[src/rtl/usb_rx_pkg.sv]
// Shared types and default timing constants for the USB receive line-state path.
package usb_rx_pkg;

  typedef enum logic [1:0] {
    LS_SE0 = 2'b00,
    LS_K   = 2'b01,
    LS_J   = 2'b10,
    LS_SE1 = 2'b11
  } line_state_t;

  typedef enum logic [1:0] {
    IDLE,
    SE0_RUN,
    BUS_RST
  } eop_state_t;

  localparam int unsigned DEF_MIN_EOP_CLKS = 12;
  localparam int unsigned DEF_MAX_EOP_CLKS = 24;
  localparam int unsigned DEF_RESET_CLKS   = 200;

endpackage

[src/rtl/usb_eop_linestate_if.sv]
// Line-side bundle for usb_eop_linestate: raw D+/D- in, classified line state and EOP events out.
interface usb_eop_linestate_if;
  import usb_rx_pkg::*;

  logic        d_plus;
  logic        d_minus;
  line_state_t line_state;
  logic        se0;
  logic        eop;
  logic        eop_err;
  logic        bus_reset;

  modport master (
    output d_plus, d_minus,
    input  line_state, se0, eop, eop_err, bus_reset
  );

  modport slave (
    input  d_plus, d_minus,
    output line_state, se0, eop, eop_err, bus_reset
  );

endinterface

[src/rtl/usb_sync2.sv]
// Two-flop synchroniser for one asynchronous line, with a configurable reset level.
module usb_sync2 #(
  parameter logic RST_VAL = 1'b0
) (
  input  logic clk,
  input  logic n_rst,
  input  logic d,
  output logic q
);

  logic meta;

  always_ff @(posedge clk or negedge n_rst) begin
    if (!n_rst) begin
      meta <= RST_VAL;
      q    <= RST_VAL;
    end else begin
      meta <= d;
      q    <= meta;
    end
  end

endmodule

[src/rtl/usb_eop_linestate.sv]
// Synchronised USB line-state classifier with SE0 timing, EOP qualification and bus-reset detection.
// Optional macro USB_EOP_MAXLEN_EN: SE0 runs longer than MAX_EOP_CLKS ending in J report eop_err.
module usb_eop_linestate
  import usb_rx_pkg::*;
#(
  parameter int unsigned MIN_EOP_CLKS = DEF_MIN_EOP_CLKS,
  parameter int unsigned MAX_EOP_CLKS = DEF_MAX_EOP_CLKS,
  parameter int unsigned RESET_CLKS   = DEF_RESET_CLKS
) (
  input logic                  clk,
  input logic                  n_rst,
  usb_eop_linestate_if.slave   bus
);

  // Sized from the larger bound so a misordered configuration cannot truncate a limit.
  localparam int unsigned CNT_MAX = (MAX_EOP_CLKS > RESET_CLKS) ? MAX_EOP_CLKS : RESET_CLKS;
  localparam int unsigned CNT_W   = $clog2(CNT_MAX + 1);

  localparam logic [CNT_W-1:0] MIN_C = CNT_W'(MIN_EOP_CLKS);
  localparam logic [CNT_W-1:0] RST_C = CNT_W'(RESET_CLKS);
  localparam logic [CNT_W-1:0] ONE_C = CNT_W'(1);

  logic             dp_s;
  logic             dm_s;
  line_state_t      ls;
  eop_state_t       state;
  logic [CNT_W-1:0] cnt;
  logic [CNT_W-1:0] cnt_inc;
  logic             len_ok;
  logic             eop_q;
  logic             eop_err_q;
  logic             bus_reset_q;

  // D+ idles high and D- low, so the synchronisers reset to J.
  usb_sync2 #(.RST_VAL(1'b1)) u_sync_dp (
    .clk   (clk),
    .n_rst (n_rst),
    .d     (bus.d_plus),
    .q     (dp_s)
  );

  usb_sync2 #(.RST_VAL(1'b0)) u_sync_dm (
    .clk   (clk),
    .n_rst (n_rst),
    .d     (bus.d_minus),
    .q     (dm_s)
  );

  assign ls      = line_state_t'({dp_s, dm_s});
  assign cnt_inc = cnt + ONE_C;

`ifdef USB_EOP_MAXLEN_EN
  localparam logic [CNT_W-1:0] MAX_C = CNT_W'(MAX_EOP_CLKS);
  assign len_ok = (cnt <= MAX_C);
`else
  assign len_ok = 1'b1;
`endif

  // SE0 run tracker; pulses are judged on the first synced non-SE0 cycle.
  always_ff @(posedge clk or negedge n_rst) begin
    if (!n_rst) begin
      state       <= IDLE;
      cnt         <= '0;
      eop_q       <= 1'b0;
      eop_err_q   <= 1'b0;
      bus_reset_q <= 1'b0;
    end else begin
      eop_q     <= 1'b0;
      eop_err_q <= 1'b0;
      case (state)
        IDLE: begin
          if (ls == LS_SE0) begin
            state <= SE0_RUN;
            cnt   <= ONE_C;
          end
        end
        SE0_RUN: begin
          if (ls == LS_SE0) begin
            cnt <= cnt_inc;
            if (cnt_inc == RST_C) begin
              state       <= BUS_RST;
              bus_reset_q <= 1'b1;
            end
          end else begin
            state <= IDLE;
            if (cnt >= MIN_C) begin
              if ((ls == LS_J) && len_ok) eop_q     <= 1'b1;
              else                        eop_err_q <= 1'b1;
            end
          end
        end
        BUS_RST: begin
          if (ls != LS_SE0) begin
            state       <= IDLE;
            bus_reset_q <= 1'b0;
          end
        end
        default: state <= IDLE;
      endcase
    end
  end

  assign bus.line_state = ls;
  assign bus.se0        = (ls == LS_SE0);
  assign bus.eop        = eop_q;
  assign bus.eop_err    = eop_err_q;
  assign bus.bus_reset  = bus_reset_q;

endmodule

[src/flat_wrapper.sv]
// flat-port wrapper written by rule: the top's interface ports become plain ports
module usb_eop_linestate_flat import usb_rx_pkg::*;
#(
  parameter int unsigned MIN_EOP_CLKS = DEF_MIN_EOP_CLKS,
  parameter int unsigned MAX_EOP_CLKS = DEF_MAX_EOP_CLKS,
  parameter int unsigned RESET_CLKS   = DEF_RESET_CLKS
)
  (clk, n_rst, bus_d_plus, bus_d_minus, bus_line_state, bus_se0, bus_eop, bus_eop_err, bus_bus_reset);
  usb_eop_linestate_if bus_i ();
  input logic clk;
  input logic n_rst;
  input wire logic [$bits(bus_i.d_plus)-1:0] bus_d_plus;
  input wire logic [$bits(bus_i.d_minus)-1:0] bus_d_minus;
  output wire logic [$bits(bus_i.line_state)-1:0] bus_line_state;
  output wire logic [$bits(bus_i.se0)-1:0] bus_se0;
  output wire logic [$bits(bus_i.eop)-1:0] bus_eop;
  output wire logic [$bits(bus_i.eop_err)-1:0] bus_eop_err;
  output wire logic [$bits(bus_i.bus_reset)-1:0] bus_bus_reset;
  assign bus_i.d_plus = bus_d_plus;
  assign bus_i.d_minus = bus_d_minus;
  assign bus_line_state = bus_i.line_state;
  assign bus_se0 = bus_i.se0;
  assign bus_eop = bus_i.eop;
  assign bus_eop_err = bus_i.eop_err;
  assign bus_bus_reset = bus_i.bus_reset;
  usb_eop_linestate #(.MIN_EOP_CLKS(MIN_EOP_CLKS), .MAX_EOP_CLKS(MAX_EOP_CLKS), .RESET_CLKS(RESET_CLKS)) u_core (.clk(clk), .n_rst(n_rst), .bus(bus_i));
endmodule
[config.mk]
export PLATFORM = sky130hd
export DESIGN_NAME = usb_eop_linestate_flat
export DESIGN_NICKNAME = d
export VERILOG_FILES = /design/src/rtl/usb_rx_pkg.sv /design/src/rtl/usb_eop_linestate_if.sv /design/src/rtl/usb_sync2.sv /design/src/rtl/usb_eop_linestate.sv /design/src/flat_wrapper.sv
export SDC_FILE = /design/constraint.sdc
export NUM_CORES = 1
export LEC_CHECK = 0
export ABC_AREA = 1
export CELL_PAD_IN_SITES_DETAIL_PLACEMENT = 0
export CELL_PAD_IN_SITES_GLOBAL_PLACEMENT = 2
export CORE_AREA = 2 2 53 55
export DETAILED_ROUTE_END_ITERATION = 10
export DIE_AREA = 0 0 55 57
export PLACE_DENSITY_LB_ADDON = 0.1
export SLEW_MARGIN = 0
export SYNTH_ARGS = -nofsm -noshare
export SYNTH_HDL_FRONTEND = slang
export SYNTH_HIERARCHICAL = 1
export SYNTH_SLANG_ARGS = --single-unit
[constraint.sdc]
create_clock -name clk -period 3.5 [get_ports clk]
set_input_delay 0.7 -clock clk [delete_from_list [all_inputs] [get_ports clk]]
set_output_delay 0.7 -clock clk [all_outputs]
set_load 0.03 [all_outputs]
# [Yosys cells after proc, flatten, opt, wreduce, memory -nomap -nowiden]
# Index checks and enable logic that the tools add are counted.
[totals] reg_bits=17 input_bits=4 wordCells=48 ram_bits=0 mem_count=0 rom_bits=0 latch_bits=0 out_inout_bits=6
[op_classes] n_reduce_logical=8 n_eq_ne=9 mul=0 n_addsub=1 bitwise=0 n_mux=20 div_mod_pow=0 n_shift=0 order_cmp=1
[op_table] cell="2-to-1 mux 8 bit" n=2
[op_table] cell="one-hot mux 8 bit (2 select lines)" n=1
[op_table] cell="2-to-1 mux 1 bit" n=11
[op_table] cell="adder 8 x 1 -> 8 bit (second input constant)" n=1
[op_table] cell="equality test 8 bit (second input constant)" n=1
[op_table] cell="greater-or-equal comparator 8 x 4 -> 1 bit (second input constant)" n=1
[op_table] cell="2-to-1 mux 2 bit" n=4
[op_table] cell="one-hot mux 2 bit (3 select lines)" n=1
[op_table] cell="AND reduction 3 bit" n=2
[op_table] cell="nonzero test 2 bit" n=3
[op_table] cell="equality test 2 bit (second input constant)" n=2
[op_table] cell="zero test 2 bit" n=2
[op_table] cell="!= test 2 x 1 -> 1 bit (second input constant)" n=2
[op_table] cell="!= test 2 bit (second input constant)" n=2
[op_table] cell="AND reduction 4 bit" n=1
[op_table] cell="!= test 3 x 2 -> 1 bit (second input constant)" n=1
[op_table] cell="equality test 2 x 1 -> 1 bit (second input constant)" n=1
[op_table] cell="one-hot mux 1 bit (2 select lines)" n=1

# [Logic depth before layout (Yosys ltp)]
[depth] depth_word=5 ltp_mapped=10 ltp_nobuf=10

# [Hierarchy]
# Netlist, hierarchy kept.
[modules_own_cells] module="usb_eop_linestate" seq_area_each_um2=325.3 area_per_inst_um2=724.4 n_inst=1 cells_per_inst=91
[modules_own_cells] module="usb_sync2 (u_core.u_sync_dp)" seq_area_each_um2=52.6 area_per_inst_um2=52.6 n_inst=1 cells_per_inst=2
[modules_own_cells] module="usb_sync2 (u_core.u_sync_dm)" seq_area_each_um2=50.0 area_per_inst_um2=50.0 n_inst=1 cells_per_inst=2

# [Least setup slack after synthesis]
# OpenSTA, ideal clock, no wires.
[synth_timing] kind="reg2out" startpoint="register u_core.u_sync_dp.q" endpoint="output port bus_line_state[1]" arrival_ns=0.697 stages_incl_launch_ff=2 path_buffers=1 required_time_ns=2.800 slack_ns=2.103 path_cell_list="dfstp_2 buf_4"
[synth_rtl] item="start: declaration" line_no="usb_sync2.sv:8" rtl="output logic q"
[synth_rtl] item="start signal: assignment" line_no="usb_sync2.sv:19" rtl="q <= meta;"
[synth_rtl] item="end: declaration" line_no="flat_wrapper.sv:14" rtl="output wire logic [$bits(bus_i.line_state)-1:0] bus_line_state;"
# No word-level cell between the ends.

# [Worst setup path after layout]
[layout_timing] startpoint="register u_core.u_sync_dm.q" endpoint="output port bus_se0"
[layout_via] elab_chain_cells=1
[layout_lines] item="start: declaration" line_no="usb_sync2.sv:8"
[layout_lines] item="start signal: assignment" line_no="usb_sync2.sv:19"
[layout_lines] item="zero test 2 bit" line_no="usb_eop_linestate.sv:104" rtl="assign bus.se0 = (ls == LS_SE0);"
[layout_lines] item="end: declaration" line_no="flat_wrapper.sv:15" rtl="output wire logic [$bits(bus_i.se0)-1:0] bus_se0;"
# Every way passes these cells.

==> impl_metrics.toml <==
[cts]
cts_tree = "yes"
clock_sinks = 17
cts_resized = 0
cts_root_buffer = "clkbuf_4"
numCtsBuffers = 3
cts_max_level = 1
clkLatencyLatePin_ps = 300
cts_hold_buf = 0
clockBufferDepth = 2
clk_pin_slew_ps = 110
post_cts_buffers = 0

[critical_path]
critPathCaptureType = "output pin"
critPathArrivalTime_ps = 1570
crit_type = "flip-flop to output pin"
worstPathRequired_ps = 2800
cp-start-kind = "flip-flop"
path_max_fanout = 4
cp-startpoint = "u_core/u_sync_dm/q$_DFF_PN0_"
r2r_start = "u_core/cnt[1]$_DFFE_PN0P_"
cp_num_buf_inv = 1
max_stage_delay_ps = 700
cp_top_family = "buffers and inverters"
cp_slowest_cell = "clkdlybuf4s50_1"
path_cells = "nor2_4 -> clkdlybuf4s50_1"

[floorplanning]
initial_core_util = 0.316
die_w_um = 55
num_rows = 19
fp.dieArea_um2 = 3140
die_height_um = 57
coreArea_um2 = 2620
ios = 10

[placed_design]
place.gp.congestion = 0.698
dp_hpwl_mm = 1.22
placed_cell_area_um2 = 941
port_buffers = 9

[timing]
final.setup_skew_ps = 7.46
hold_viol_final = 0
max-slew-margin-rel = 0.471
fin_setup_tns_ps = 0
finalSetupViolCount = 0
maxSlewViolCount = 0
max_freq_mhz = 440
fin_crit_sh = 0.649
period_needed_ps = 2270
rsz0062_at_grt = "no"
worst_slew_pin_slew_ps = 791

[worst_hold_path]
hold_class = "flip-flop to flip-flop"
hp-start = "u_core/u_sync_dp/meta$_DFF_PN1_"

[grt]
grt_pass1_wl_mm = 2.87
track_usage = 0.132
antenna_found_initial = 0
grt_pass1_vias = 595
gr-total-overflow = 0
grt_max_degree = 18

[synthesis]
yosys_warnings = 6
seq_area_frac_synth = 0.517
avgSynthCellArea_um2 = 8.71
mappedNetlistNets = 101
ys_seq_elements = 17
syn_area_um2 = 827
netlist_instances = 95
synthDistinctLibCells = 20

[power]
leakage_nw = 0.449
irDropWorstVdd_mv = 0.285
power_density_nw_per_um2 = 382

[detailed_routing]
drt-total-wl_mm = 1.65
via_per_inst = 4.55
drc = 0
drtAntennaViolNets = 0
drt-pass1-iter-count = 4
vias = 624
wl_per_cell_um = 12.0
drt_iter0_drc = 10

[finish]
drive_above_1_share = 0.113
nets = 113
areaGrowthSynthToFinish_pct = 17.4
design_area_um2 = 971
n_antenna_cell = 0

[run_status]
status = "finished, final reports clean"

[run]
cap_viol_max_count = 0
path summary, 6_finish.rpt:
| path | endpoint | slack [ps] | depth (start not counted) |
|---|---|---|---|
| max | bus_se0 | 1230 | 2 |
| min | u_core/u_sync_dp/q$_DFF_PN1_ | 360 | 0 |
| max reg2reg | u_core/state[0]$_DFFE_PN0P_ | 2040 | 8 |
| min reg2reg | u_core/u_sync_dp/q$_DFF_PN1_ | 360 | 0 |
| max in group asynchronous | u_core/bus.eop$_DFF_PN0_ | 2160 | 1 |
| min in group asynchronous | u_core/cnt[3]$_DFFE_PN0P_ | 850 | 1 |
kinds of logic after synthesis:
logic type               synth area share
buffers and inverters               0.112
AND/OR/NAND/NOR                     0.256
AO/OA/AOI/OAI                      0.0847
adder cells (fa/ha/maj)            0.0303
flip-flops                          0.517
synth_stat cells:
library cell	instances	area share
bufinv_8	1	0.021
nor2_1	4	0.018
inv_1	16	0.073
o21ai_1	1	0.0060
nand3_1	9	0.054
nor3_1	1	0.0060
nand2_1	23	0.10
buf_4	2	0.018
ha_1	2	0.030
nor2_4	2	0.027
nand2_2	1	0.0076
o22ai_1	3	0.023
o31ai_1	1	0.0091
nand4_1	2	0.015
o21ai_0	6	0.036
dfstp_2	2	0.064
dfrtp_1	15	0.45
nor2_2	2	0.015
o32ai_1	1	0.011
nor4_1	1	0.0076
cells in the final DEF (no fill, tap or decap), types with 2 or more instances in the layout:
cell type         n
nand3_1           9
o21ai_0           6
clkdlybuf4s50_1   9
nand2_1          23
o22ai_1           3
nor2_4            2
ha_1              2
dfrtp_1          15
nor2_1            4
inv_1            16
clkbuf_4          3
nand4_1           2
dfstp_2           2
nor2_2            2
sequential cells by signal, summed over array words and instances (netlist names):
| register | count |
|---|---|
| u_core/u_sync_dp/q | 1 |
| u_core/u_sync_dm/meta | 1 |
| u_core/bus.eop | 1 |
| u_core/bus.eop_err | 1 |
| u_core/cnt | 8 |
| u_core/u_sync_dm/q | 1 |
| u_core/state | 2 |
| u_core/bus.bus_reset | 1 |
| u_core/u_sync_dp/meta | 1 |
metrics by stage:
stage                     power (mW)  utilization  cells  worst slack (ps)  hold WS, ps
after floorplan                0.249            -     95              2100          331
after global placement         0.264        0.360    133              1580          339
after detailed placement       0.265        0.360    133              1560          346
after CTS                      0.377        0.371    137              1210          365
after global routing           0.401        0.371    137              1150          372
final                          0.371        0.371    137              1230          363
area by class of cell:
| type | count | area [um2] |
|---|---|---|
| Multi-Input combinational cell | 59 | 307 |
| Sequential cell | 17 | 428 |
| Clock buffer | 3 | 22.5 |
| Clock inverter | 1 | 7.51 |
| Fill cell | 291 | 1640 |
| Tap cell | 31 | 38.8 |
| Inverter | 17 | 77.6 |
| Timing Repair Buffer | 9 | 90.1 |
power by group:
part / internal (mW) / total (mW) / leakage [nW] / switching [mW]
registers: 0.207 / 0.219 / 0.221 / 0.0111
clock network: 0.0435 / 0.111 / 0.0139 / 0.0670
logic: 0.0161 / 0.0418 / 0.214 / 0.0258
total: 0.267 / 0.371 / 0.449 / 0.104
metal layers:
layer	vias up	track usage	share of wire
li1	327	-	-
met3	4	0.0471	0.047
met2	12	0.184	0.47
met1	281	0.190	0.47
met4	0	0.0418	0.010
met5	-	0	0
(Power assumes the default switching activity.)
